--- src/rtl/div_unit.sv ---
// Iterative W-bit restoring divider feeding the register-file write port.
// Define DIV_SIGNED_EN for two's-complement (truncating) divide; default is unsigned.
module div_unit #(
    parameter int W  = 8,
    parameter int pw = 3
) (
    input  logic          clk_i,
    input  logic          reset_i,
    input  logic          start_i,
    input  logic [W-1:0]  rs_dat_i,
    input  logic [W-1:0]  rt_dat_i,
    input  logic [pw-1:0] dst_addr_i,
    output logic          busy_o,
    output logic          done_o,
    output logic [W-1:0]  quotient_o,
    output logic [W-1:0]  remainder_o,
    output logic          wr_en_o,
    output logic [pw-1:0] wr_addr_o,
    output logic [W-1:0]  wr_dat_o
);
    localparam int CW = $clog2(W + 1);

    localparam logic [1:0] S_IDLE = 2'd0;
    localparam logic [1:0] S_RUN  = 2'd1;
    localparam logic [1:0] S_DONE = 2'd2;

    logic [1:0]    state_q, state_d;
    logic [CW-1:0] cnt_q,   cnt_d;
    logic [W-1:0]  dvd_q,   dvd_d;
    logic [W-1:0]  dvs_q,   dvs_d;
    logic [W-1:0]  rem_q,   rem_d;
    logic [W-1:0]  quo_q,   quo_d;
    logic [W-1:0]  rmd_q,   rmd_d;
    logic [pw-1:0] addr_q,  addr_d;
`ifdef DIV_SIGNED_EN
    logic          qneg_q,  qneg_d;
    logic          rneg_q,  rneg_d;
    logic          dz_q,    dz_d;
`endif

    logic [W:0]    sh;
    logic          ge;
    logic [W-1:0]  dvd_step, rem_step, quo_fix, rmd_fix;

    // One restoring step: shift {rem,dvd} left, trial-subtract on a W+1-bit window.
    always_comb begin
        sh       = {rem_q, dvd_q[W-1]};
        ge       = (sh >= {1'b0, dvs_q});
        rem_step = ge ? W'(sh - {1'b0, dvs_q}) : sh[W-1:0];
        dvd_step = {dvd_q[W-2:0], ge};
`ifdef DIV_SIGNED_EN
        quo_fix  = dz_q ? {W{1'b1}} : (qneg_q ? -dvd_step : dvd_step);
        rmd_fix  = rneg_q ? -rem_step : rem_step;
`else
        quo_fix  = dvd_step;
        rmd_fix  = rem_step;
`endif
    end

    always_comb begin
        state_d = state_q;
        cnt_d   = cnt_q;
        dvd_d   = dvd_q;
        dvs_d   = dvs_q;
        rem_d   = rem_q;
        quo_d   = quo_q;
        rmd_d   = rmd_q;
        addr_d  = addr_q;
`ifdef DIV_SIGNED_EN
        qneg_d  = qneg_q;
        rneg_d  = rneg_q;
        dz_d    = dz_q;
`endif
        case (state_q)
            S_IDLE: begin
                if (start_i) begin
                    state_d = S_RUN;
                    cnt_d   = '0;
                    rem_d   = '0;
                    addr_d  = dst_addr_i;
`ifdef DIV_SIGNED_EN
                    dvd_d   = rs_dat_i[W-1] ? -rs_dat_i : rs_dat_i;
                    dvs_d   = rt_dat_i[W-1] ? -rt_dat_i : rt_dat_i;
                    qneg_d  = rs_dat_i[W-1] ^ rt_dat_i[W-1];
                    rneg_d  = rs_dat_i[W-1];
                    dz_d    = (rt_dat_i == '0);
`else
                    dvd_d   = rs_dat_i;
                    dvs_d   = rt_dat_i;
`endif
                end
            end
            S_RUN: begin
                dvd_d = dvd_step;
                rem_d = rem_step;
                cnt_d = cnt_q + 1'b1;
                // Results land together with the DONE state so wr_dat is valid with wr_en.
                if (cnt_q == CW'(W - 1)) begin
                    state_d = S_DONE;
                    quo_d   = quo_fix;
                    rmd_d   = rmd_fix;
                end
            end
            S_DONE:  state_d = S_IDLE;
            default: state_d = S_IDLE;
        endcase
    end

    always_ff @(posedge clk_i) begin
        if (reset_i) begin
            state_q <= S_IDLE;
            cnt_q   <= '0;
            dvd_q   <= '0;
            dvs_q   <= '0;
            rem_q   <= '0;
            quo_q   <= '0;
            rmd_q   <= '0;
            addr_q  <= '0;
`ifdef DIV_SIGNED_EN
            qneg_q  <= 1'b0;
            rneg_q  <= 1'b0;
            dz_q    <= 1'b0;
`endif
        end else begin
            state_q <= state_d;
            cnt_q   <= cnt_d;
            dvd_q   <= dvd_d;
            dvs_q   <= dvs_d;
            rem_q   <= rem_d;
            quo_q   <= quo_d;
            rmd_q   <= rmd_d;
            addr_q  <= addr_d;
`ifdef DIV_SIGNED_EN
            qneg_q  <= qneg_d;
            rneg_q  <= rneg_d;
            dz_q    <= dz_d;
`endif
        end
    end

    assign busy_o      = (state_q != S_IDLE);
    assign done_o      = (state_q == S_DONE);
    assign wr_en_o     = done_o;
    assign quotient_o  = quo_q;
    assign wr_dat_o    = quo_q;
    assign remainder_o = rmd_q;
    assign wr_addr_o   = addr_q;
endmodule
--- config.mk ---
export PLATFORM = sky130hd
export DESIGN_NAME = div_unit
export DESIGN_NICKNAME = d
export VERILOG_FILES = /design/src/rtl/div_unit.sv
export SDC_FILE = /design/constraint.sdc
export NUM_CORES = 1
export LEC_CHECK = 0
export CELL_PAD_IN_SITES_DETAIL_PLACEMENT = 0
export CELL_PAD_IN_SITES_GLOBAL_PLACEMENT = 1
export CORE_UTILIZATION = 37
export CTS_CLUSTER_DIAMETER = 150
export DETAILED_ROUTE_END_ITERATION = 6
export PLACE_DENSITY = 0.77
export SLEW_MARGIN = 25
export SYNTH_ARGS = -nofsm -noshare
export SYNTH_HDL_FRONTEND = slang
export SYNTH_SLANG_ARGS = --single-unit
--- constraint.sdc ---
create_clock -name clk_i -period 2.3 [get_ports clk_i]
set_input_delay 0.69 -clock clk_i [delete_from_list [all_inputs] [get_ports clk_i]]
set_output_delay 0.69 -clock clk_i [all_outputs]
set_load 0.005 [all_outputs]
==> results.json, run 1 <==
{
  "synth_edf_count": 0,
  "vias": 2436,
  "fp.dieW_um": 85.3,
  "core-area_um2": 6530,
  "status": "completed",
  "period_share_pct": 93.8,
  "regToRegSetupSlack_ns": 0.14,
  "rows": 29,
  "tritoncts": "done",
  "drt_iter0_drc": 119,
  "grt_setup_unrepaired": "no",
  "cellPowerDensity_nw_per_um2": 1050,
  "arrival_ns": 2.35,
  "area_growth_syn_to_layout_pct": 28.0,
  "fin_area_um2": 3290,
  "grt-ovfl-total": 0,
  "drt-wirelength-per-cell_um": 14.0,
  "maxCapViolations": 0,
  "synthCells": 332,
  "path_max_fanout": 4,
  "cts_made_buffers": 5,
  "slew_viol_final": 0,
  "clock-root-buffer": "clkbuf_8",
  "ctsHoldBuffers": 0,
  "placed_area_um2": 3180,
  "reg2reg_from": "dvd_q[7]$_SDFFE_PP0P_",
  "synth.distinct_cells": 48,
  "ir_worst_vdd_uv": 440,
  "drive_gt1_share_pct": 10.7,
  "critical_path_class": "reg2reg",
  "yosys_warnings": 0,
  "final_antenna_net_count": 0,
  "antenna_found_initial": 0,
  "mappedNetlistNets": 364,
  "gp_congestion": 0.867,
  "portBuffers": 51,
  "clk_path_buf_depth": 2,
  "hp-start": "dvs_q[3]$_SDFFE_PP0P_",
  "cts.sinks": 49,
  "grt_usage_pct": 18.5,
  "startpoint": "dvd_q[7]$_SDFFE_PP0P_",
  "required_ns": 2.49,
  "drt-total-wl_um": 6440,
  "p_leak_nw": 1.21,
  "grt_max_degree": 23,
  "grt_pass1_wl_um": 10600,
  "relSlewSlack_pct": 73.2,
  "worstSetupEndpointType": "register",
  "hold_viol": 0,
  "start_util_pct": 39.3,
  "cts_max_level": 2,
  "io_pins": 52,
  "setup-tns-final_ns": 0,
  "dp_hpwl_um": 4690,
  "final_util_pct": 50.3,
  "insertion_delay_ns": 0.32,
  "yosys_register_bits": 49,
  "whs_ns": 0.461,
  "ys_seq_area_share_pct": 38.2,
  "dieArea_um2": 7280,
  "first_pass_iters": 4,
  "tightest_slew_ns": 0.397,
  "cts.reportedPaths.clkPinSlew_ns": 0.10,
  "synth_area_um2": 2570,
  "synth_top_flop_cell": "dfxtp_1",
  "layout_min_cycle_time_ns": 2.16,
  "fin_skew_ns": 0.0156,
  "drc": 0,
  "grt_pass1_vias": 2190,
  "viasPerCell": 5.30,
  "hold_class": "reg2reg",
  "fin_nets": 414,
  "synthArstFlopShare_pct": 0,
  "final-setup-viol-count": 0,
  "start_kind": "register",
  "die_h_um": 85.3,
  "max_freq_ghz": 0.464,
  "syn_avg_cell_area_um2": 7.73,
  "antenna_cells": 0
}
registers in the layout, summed over array words and instances, names as in the netlist:
signal and count:
wr_addr_o 3, rem_q 8, dvs_q 8, state_q 2, cnt_q 4, remainder_o 8
dvd_q 8, quotient_o 8
worst max-delay path, stage by stage, from the launching register on:
cell and delay [ns]:
dfxtp_1 0.31, inv_1 0.10, ha_1 0.17, inv_1 0.05, fa_1 0.41, a211oi_2 0.26, buf_4 0.15, o41ai_1 0.08
o32ai_2 0.35, a311oi_1 0.14
cells by family after synthesis:
kind of cell / share of synthesized area, %
DFF: 38.2
and+or+nand+nor: 24.2
AOI/OAI and AO/OA: 22.0
xor gates and xnor gates: 1.36
muxes: 0.877
adders and majority gates: 5.17
buffers and inverters: 8.24
layer usage:
metal / track usage [%] / routed length [µm] / share of wire, % / up-vias
met2: 27.1 / 2780 / 43 / 63
met5: 0 / 0 / 0 / -
met4: 6.52 / 103 / 1.6 / 0
met1: 27.2 / 3310 / 51 / 1115
met3: 3.21 / 248 / 3.9 / 9
li1: - / - / - / 1249
cell usage after synthesis, types with 2 or more instances:
| cell | n | area (µm²) |
|---|---|---|
| xor2_1 | 2 | 17.5 |
| a32o_1 | 2 | 20.0 |
| nand2b_1 | 2 | 12.5 |
| o211ai_1 | 4 | 30.0 |
| a211oi_1 | 6 | 45.0 |
| nand3_1 | 9 | 45.0 |
| ha_1 | 9 | 113 |
| dfxtp_1 | 49 | 981 |
| xnor2_1 | 2 | 17.5 |
| nor2b_1 | 10 | 62.6 |
| or2_2 | 3 | 18.8 |
| o21ai_1 | 2 | 10.0 |
| nor2_1 | 40 | 150 |
| buf_4 | 10 | 75.1 |
| a22oi_1 | 4 | 30.0 |
| clkbuf_1 | 16 | 60.1 |
| o31ai_1 | 4 | 30.0 |
| or3_1 | 2 | 12.5 |
| a21oi_1 | 32 | 160 |
| a311oi_1 | 6 | 52.6 |
| nand4_1 | 3 | 18.8 |
| and2_1 | 2 | 12.5 |
| inv_1 | 15 | 56.3 |
| nor3_1 | 11 | 55.1 |
| o21ai_0 | 13 | 65.1 |
| buf_2 | 4 | 20.0 |
| nor3b_1 | 3 | 22.5 |
| nand3b_1 | 3 | 22.5 |
| mux2_2 | 2 | 22.5 |
| nand2_1 | 44 | 165 |
report_power, final:
part           leakage [nW]  switching, W  internal (W)
logic                 0.766       0.00109      0.000795
registers             0.400     0.0000908      0.000937
clock network        0.0445      0.000321      0.000217
total                  1.21       0.00150       0.00195
cell type report:
cell class,instances,area (µm²)
fill,668,3240
clock buffer,5,68.8
inverter,15,56.3
multi-input combinational,238,1390
sequential,49,981
clock inverter,3,21.3
tap,77,96.3
timing repair buffer,73,676
through the flow:
| stage | power (W) | std cells | setup slack, ns |
|---|---|---|---|
| 2_1_floorplan | 0.00227 | 332 | 0.348 |
| 3_3_place_gp | 0.00286 | 451 | 0.0607 |
| 3_5_place_dp | 0.00284 | 451 | 0.0216 |
| 4_1_cts | 0.00338 | 459 | 0.0957 |
| 5_1_grt | 0.00372 | 460 | 0.0134 |
| 6_report | 0.00345 | 460 | 0.144 |
cells in the final DEF (no fill, tap or decap), types with 2 or more instances in the layout:
cell type and count:
nand4_1 3, o21ai_1 2, nor2_1 40, o211ai_1 4, a211oi_1 5, nor2b_1 10
nand2_1 44, a21oi_1 32, nor3b_1 3, xnor2_1 2, o31ai_1 4, buf_4 22
clkbuf_8 5, inv_1 15, and2_1 2, nand3b_1 3, o21ai_0 13, or2_2 3
nand3_1 9, ha_1 9, mux2_2 2, or3_1 2, clkdlybuf4s50_1 51, a32o_1 2
nor3_1 11, a311oi_1 6, dfxtp_1 49, xor2_1 2, nand2b_1 2, a22oi_1 4
timing repair:
action,in CTS,in global routing
buffers inserted,0,1
gates resized for setup,1,1
pin swaps,0,1
setup endpoints to repair,2,2
final timing paths:
| path | depth (start not counted) | to |
|---|---|---|
| worst min register to register | 2 | dvs_q[3]$_SDFFE_PP0P_ |
| worst max register to register | 9 | rem_q[6]$_SDFFE_PP0P_ |
| worst max-delay path | 9 | rem_q[6]$_SDFFE_PP0P_ |
| worst min-delay path | 2 | dvs_q[3]$_SDFFE_PP0P_ |
(Power assumes the default switching activity.)
==> run 2, diff against run 1 <==
PLACE_DENSITY = default   (was 0.77)
PLACE_DENSITY_LB_ADDON = 0.05   (was default)
==> run 2 against run 1 <==
  * Sequential share of layout area down 0.10 points
  * Register-to-register slack gained 0.05 ns
  * Clock skew down 0.0081 ns
  * Hold slack worse by 0.0014 ns
  * Combinational power shrank 2%
  * Critical path depth shrank 7
  * Global-route usage increased by 0.74 points
  * Cell area rose by 0.34%
  * Clock power up 5.2%
==> results.json, run 2 (synthesized netlist as in run 1, its figures left out) <==
{
  "io_pins": 52,
  "status": "completed",
  "start_kind": "register",
  "final_antenna_net_count": 0,
  "drt_iter0_drc": 116,
  "drive_gt1_share_pct": 10.7,
  "antenna_found_initial": 0,
  "clkPwrFrac_pct": 16.4,
  "slew_viol_final": 0,
  "cts.sinks": 49,
  "top_layer_used": "met4",
  "grt-ovfl-total": 0,
  "hold_viol": 0,
  "fin_nets": 415,
  "first_pass_iters": 4,
  "cts_max_level": 2,
  "vias": 2406,
  "path_max_fanout": 8,
  "finalPower_w": 0.00346,
  "drt-wirelength-per-cell_um": 14.1,
  "hold_class": "reg2reg",
  "insertion_delay_ns": 0.31,
  "switchingPower_w": 0.00147,
  "cts.reportedPaths.clkPinSlew_ns": 0.09,
  "ir_worst_vdd_uv": 520,
  "final_util_pct": 50.5,
  "arrival_ns": 1.44,
  "cellPowerDensity_nw_per_um2": 1050,
  "max_freq_ghz": 0.471,
  "grt_usage_pct": 19.2,
  "die_h_um": 85.3,
  "fp.dieW_um": 85.3,
  "fin_skew_ns": 0.00759,
  "whs_ns": 0.459,
  "area_growth_syn_to_layout_pct": 28.5,
  "tightest_slew_ns": 0.319,
  "final_common_cell": "clkdlybuf4s50_1",
  "core-area_um2": 6530,
  "viasPerCell": 5.22,
  "setup-tns-final_ns": 0,
  "dp_hpwl_um": 4880,
  "clk_path_buf_depth": 2,
  "gp_congestion": 0.856,
  "dp_worst_setup_slack_ns": 0.151,
  "met2_length_um": 2740,
  "layout_min_cycle_time_ns": 2.13,
  "period_share_pct": 92.4,
  "switching_share_pct": 42.5,
  "p_comb_share_pct": 53.6,
  "power.internal_w": 0.00199,
  "grt_pass1_wl_um": 11100,
  "worstSetupEndpointType": "output pin",
  "final-setup-viol-count": 0,
  "p_leak_nw": 1.22,
  "grt_max_degree": 22,
  "dieArea_um2": 7280,
  "tritoncts": "done",
  "grt_setup_unrepaired": "no",
  "critical_path_class": "reg2out",
  "pwr-share-seq_pct": 30.0,
  "relSlewSlack_pct": 78.6,
  "antenna_cells": 0,
  "drc": 0,
  "rows": 29,
  "start_util_pct": 39.3,
  "drt-met1-wl_um": 3430,
  "drt-total-wl_um": 6500,
  "layout_setup_ws_ns": 0.175,
  "required_ns": 1.61,
  "portBuffers": 51,
  "cts_made_buffers": 5,
  "clock-root-buffer": "clkbuf_8",
  "maxCapViolations": 0,
  "layout_common_cells": "51 x clkdlybuf4s50_1, 49 x dfxtp_1, 44 x nand2_1",
  "routed-wl-met3_um": 239,
  "grt_pass1_vias": 2224
}
## run 2: changes by cell type in the layout (fill, tap and decap cells not counted), sizes merged
cell      change
buf           +1
clkinvlp      -1
clkbuf        +2
inv           -1
## run 2: power groups by stage
| stage | registers [W] | logic, W | clock network (W) |
|---|---|---|---|
| 2_1_floorplan | 0.00101 | 0.00126 | 0 |
| 3_3_place_gp | 0.00106 | 0.00183 | 0 |
| 3_5_place_dp | 0.00105 | 0.00182 | 0 |
| 4_1_cts | 0.00104 | 0.00183 | 0.000581 |
| 5_1_grt | 0.00105 | 0.00206 | 0.000618 |
| 6_report | 0.00104 | 0.00185 | 0.000566 |
## run 2: timing repair
action / 4_1_cts / 5_1_grt
setup buffers: 0 / 0
endpoints found under the setup margin: 0 / 3
hold buffers: 0 / 0
resized for setup: 0 / 1
## run 2: worst max-delay path: stages (launching register included)
cell and delay [ns]:
dfxtp_1 0.39, or2_2 0.29, clkdlybuf4s50_1 0.45
## run 2: final timing paths
kind | startpoint | end | slack [ns] | cells past startpoint
min | dvs_q[3]$_SDFFE_PP0P_ | dvs_q[3]$_SDFFE_PP0P_ | 0.46 | 2
min reg2reg | dvs_q[3]$_SDFFE_PP0P_ | dvs_q[3]$_SDFFE_PP0P_ | 0.46 | 2
max reg2reg | dvs_q[2]$_SDFFE_PP0P_ | remainder_o[5]$_SDFFE_PP0P_ | 0.19 | 8
max | state_q[0]$_SDFFE_PP0P_ | busy_o | 0.17 | 2
## run 2: metrics by stage
step | std cells | area (µm²)
2_1_floorplan | 332 | 2570
3_3_place_gp | 453 | 3190
3_5_place_dp | 453 | 3190
4_1_cts | 461 | 3290
5_1_grt | 461 | 3300
6_report | 461 | 3300
## run 2: cell type report
cell class	count	area, µm²
fillers	664	3230
repair buffers	74	683
well taps	77	96.3
flip-flops and latches	49	981
inverters	15	56.3
multi-input cells	238	1380
clock buffers	7	96.3
clock inverters	1	5.00
## run 2: routing by layer
| metal | up-vias | track usage, % |
|---|---|---|
| met4 | 0 | 5.15 |
| met1 | 1092 | 28.4 |
| met3 | 8 | 3.99 |
| met5 | - | 0 |
| li1 | 1245 | - |
| met2 | 61 | 28.4 |
==> run 3, diff against run 2 <==
CAP_MARGIN = 10   (was default)
CORE_UTILIZATION = 39   (was 37)
CTS_BUF_LIST = sky130_fd_sc_hd__clkbuf_4   (was default)
==> run 3 against run 2 <==
  * Final cell count decreased by 0.65%
  * Register-to-register slack got worse by 0.02 ns
  * Combinational power decreased by 2%
  * Critical path type unchanged
  * Critical endpoint is now wr_en_o
==> results.json, run 3 (synthesized netlist as in run 1, its figures left out) <==
{
  "antenna_found_initial": 0,
  "drt_iter0_drc": 125,
  "path_max_fanout": 6,
  "portBuffers": 51,
  "relSlewSlack_pct": 67.5,
  "critical_path_class": "reg2out",
  "regToRegSetupSlack_ns": 0.17,
  "drc": 0,
  "viasPerCell": 5.31,
  "gp_congestion": 0.890,
  "ir_worst_vdd_uv": 760,
  "clk_path_buf_depth": 2,
  "p_comb_share_pct": 55.3,
  "drt-total-wl_um": 6850,
  "cts.sinks": 49,
  "hp-start": "dvd_q[6]$_SDFFE_PP0P_",
  "hold_viol": 0,
  "drive_gt1_share_pct": 10.5,
  "p_leak_nw": 1.19,
  "area_growth_syn_to_layout_pct": 26.6,
  "fin_nets": 412,
  "required_ns": 1.61,
  "maxCapViolations": 0,
  "grt_pass1_vias": 2328,
  "ctsHoldBuffers": 0,
  "layout_common_cells": "51 x clkdlybuf4s50_1, 47 x dfxtp_1, 44 x nand2_1",
  "arrival_ns": 1.51,
  "fin_area_um2": 3250,
  "grt_setup_unrepaired": "yes",
  "period_share_pct": 95.6,
  "max_freq_ghz": 0.455,
  "fin_skew_ns": 0.0168,
  "cellPowerDensity_nw_per_um2": 1010,
  "reg2reg_from": "dvd_q[7]$_SDFFE_PP0P_",
  "io_pins": 52,
  "final_antenna_net_count": 0,
  "cts.reportedPaths.clkPinSlew_ns": 0.14,
  "vias": 2430,
  "cts_setup_buffers": 0,
  "switchingPower_w": 0.00146,
  "clock-root-buffer": "clkbuf_4",
  "fp.dieW_um": 83.1,
  "power.internal_w": 0.00182,
  "grt_pass1_wl_um": 11500,
  "layout_min_cycle_time_ns": 2.20,
  "drt-wirelength-per-cell_um": 15.0,
  "grt_usage_pct": 21.0,
  "grt-ovfl-total": 0,
  "tightest_slew_ns": 0.488,
  "dieArea_um2": 6910,
  "hold_class": "reg2reg",
  "placed_area_um2": 3180,
  "insertion_delay_ns": 0.38,
  "cts_max_level": 2,
  "final-setup-viol-count": 0,
  "dp_hpwl_um": 5050,
  "clkPwrFrac_pct": 13.1,
  "rows": 29,
  "status": "completed",
  "die_h_um": 83.1,
  "tritoncts": "done",
  "pwr-share-seq_pct": 31.6,
  "final_common_cell": "clkdlybuf4s50_1",
  "core-area_um2": 6350,
  "start_util_pct": 40.4,
  "worstSetupEndpointType": "output pin",
  "cts_resized": 0,
  "cts_made_buffers": 5,
  "start_kind": "register",
  "slew_viol_final": 0,
  "grt_max_degree": 19,
  "antenna_cells": 0,
  "first_pass_iters": 4,
  "whs_ns": 0.462,
  "startpoint": "state_q[1]$_SDFFE_PP0P_",
  "switching_share_pct": 44.5
}
-- run 3: cell count changes in the layout (fill, tap and decap cells not counted) --
| cell | delta |
|---|---|
| clkbuf_8 | -7 |
| clkbuf_4 | +6 |
| buf_4 | -4 |
| clkinvlp_4 | +2 |
| dfxtp_1 | -2 |
| dfxtp_2 | +2 |
| buf_12 | +1 |
| clkinv_2 | -1 |
-- run 3: area by class of cell --
cell class	count	area, µm²
fillers	635	3100
repair buffers	71	673
inverters	15	56.3
well taps	77	96.3
clock inverters	2	15.0
multi-input cells	238	1380
flip-flops and latches	49	983
clock buffers	6	45.0
-- run 3: layer usage --
| layer | up-vias | GRT usage, % | wire, µm |
|---|---|---|---|
| met2 | 42 | 32.9 | 3100 |
| met1 | 1140 | 29.4 | 3450 |
| li1 | 1241 | - | - |
| met5 | - | 0 | 0 |
| met3 | 7 | 3.88 | 224 |
| met4 | 0 | 6.11 | 78 |
-- run 3: worst max-delay path: stages, from the launching register on --
cell,delay (ns)
dfxtp_2,0.40
nor2b_1,0.20
clkdlybuf4s50_1,0.53
-- run 3: path summary, 6_finish.rpt --
kind	to	cells past startpoint
setup reg to reg	rem_q[6]$_SDFFE_PP0P_	9
hold / removal	quotient_o[7]$_SDFFE_PP0P_	2
hold reg to reg	quotient_o[7]$_SDFFE_PP0P_	2
setup / recovery	wr_en_o	2
-- run 3: power groups by stage --
stage                     Sequential [W]  Clock, W  Combinational [W]
final                            0.00103  0.000427            0.00181
after global routing             0.00105  0.000479            0.00201
after CTS                        0.00103  0.000445            0.00180
after detailed placement         0.00105         0            0.00179
after global placement           0.00106         0            0.00179
after floorplan                  0.00101         0            0.00126
-- run 3: per-stage QoR --
| step | instances | utilization, % | setup slack (ns) | setup TNS (ns) | power (W) |
|---|---|---|---|---|---|
| 2_1_floorplan | 332 | - | 0.348 | 0 | 0.00227 |
| 3_3_place_gp | 450 | 50.1 | 0.239 | 0 | 0.00284 |
| 3_5_place_dp | 450 | 50.1 | 0.128 | 0 | 0.00284 |
| 4_1_cts | 458 | 51.1 | 0.00914 | 0 | 0.00328 |
| 5_1_grt | 458 | 51.2 | -0.0280 | -0.0280 | 0.00354 |
| 6_report | 458 | 51.2 | 0.101 | 0 | 0.00327 |
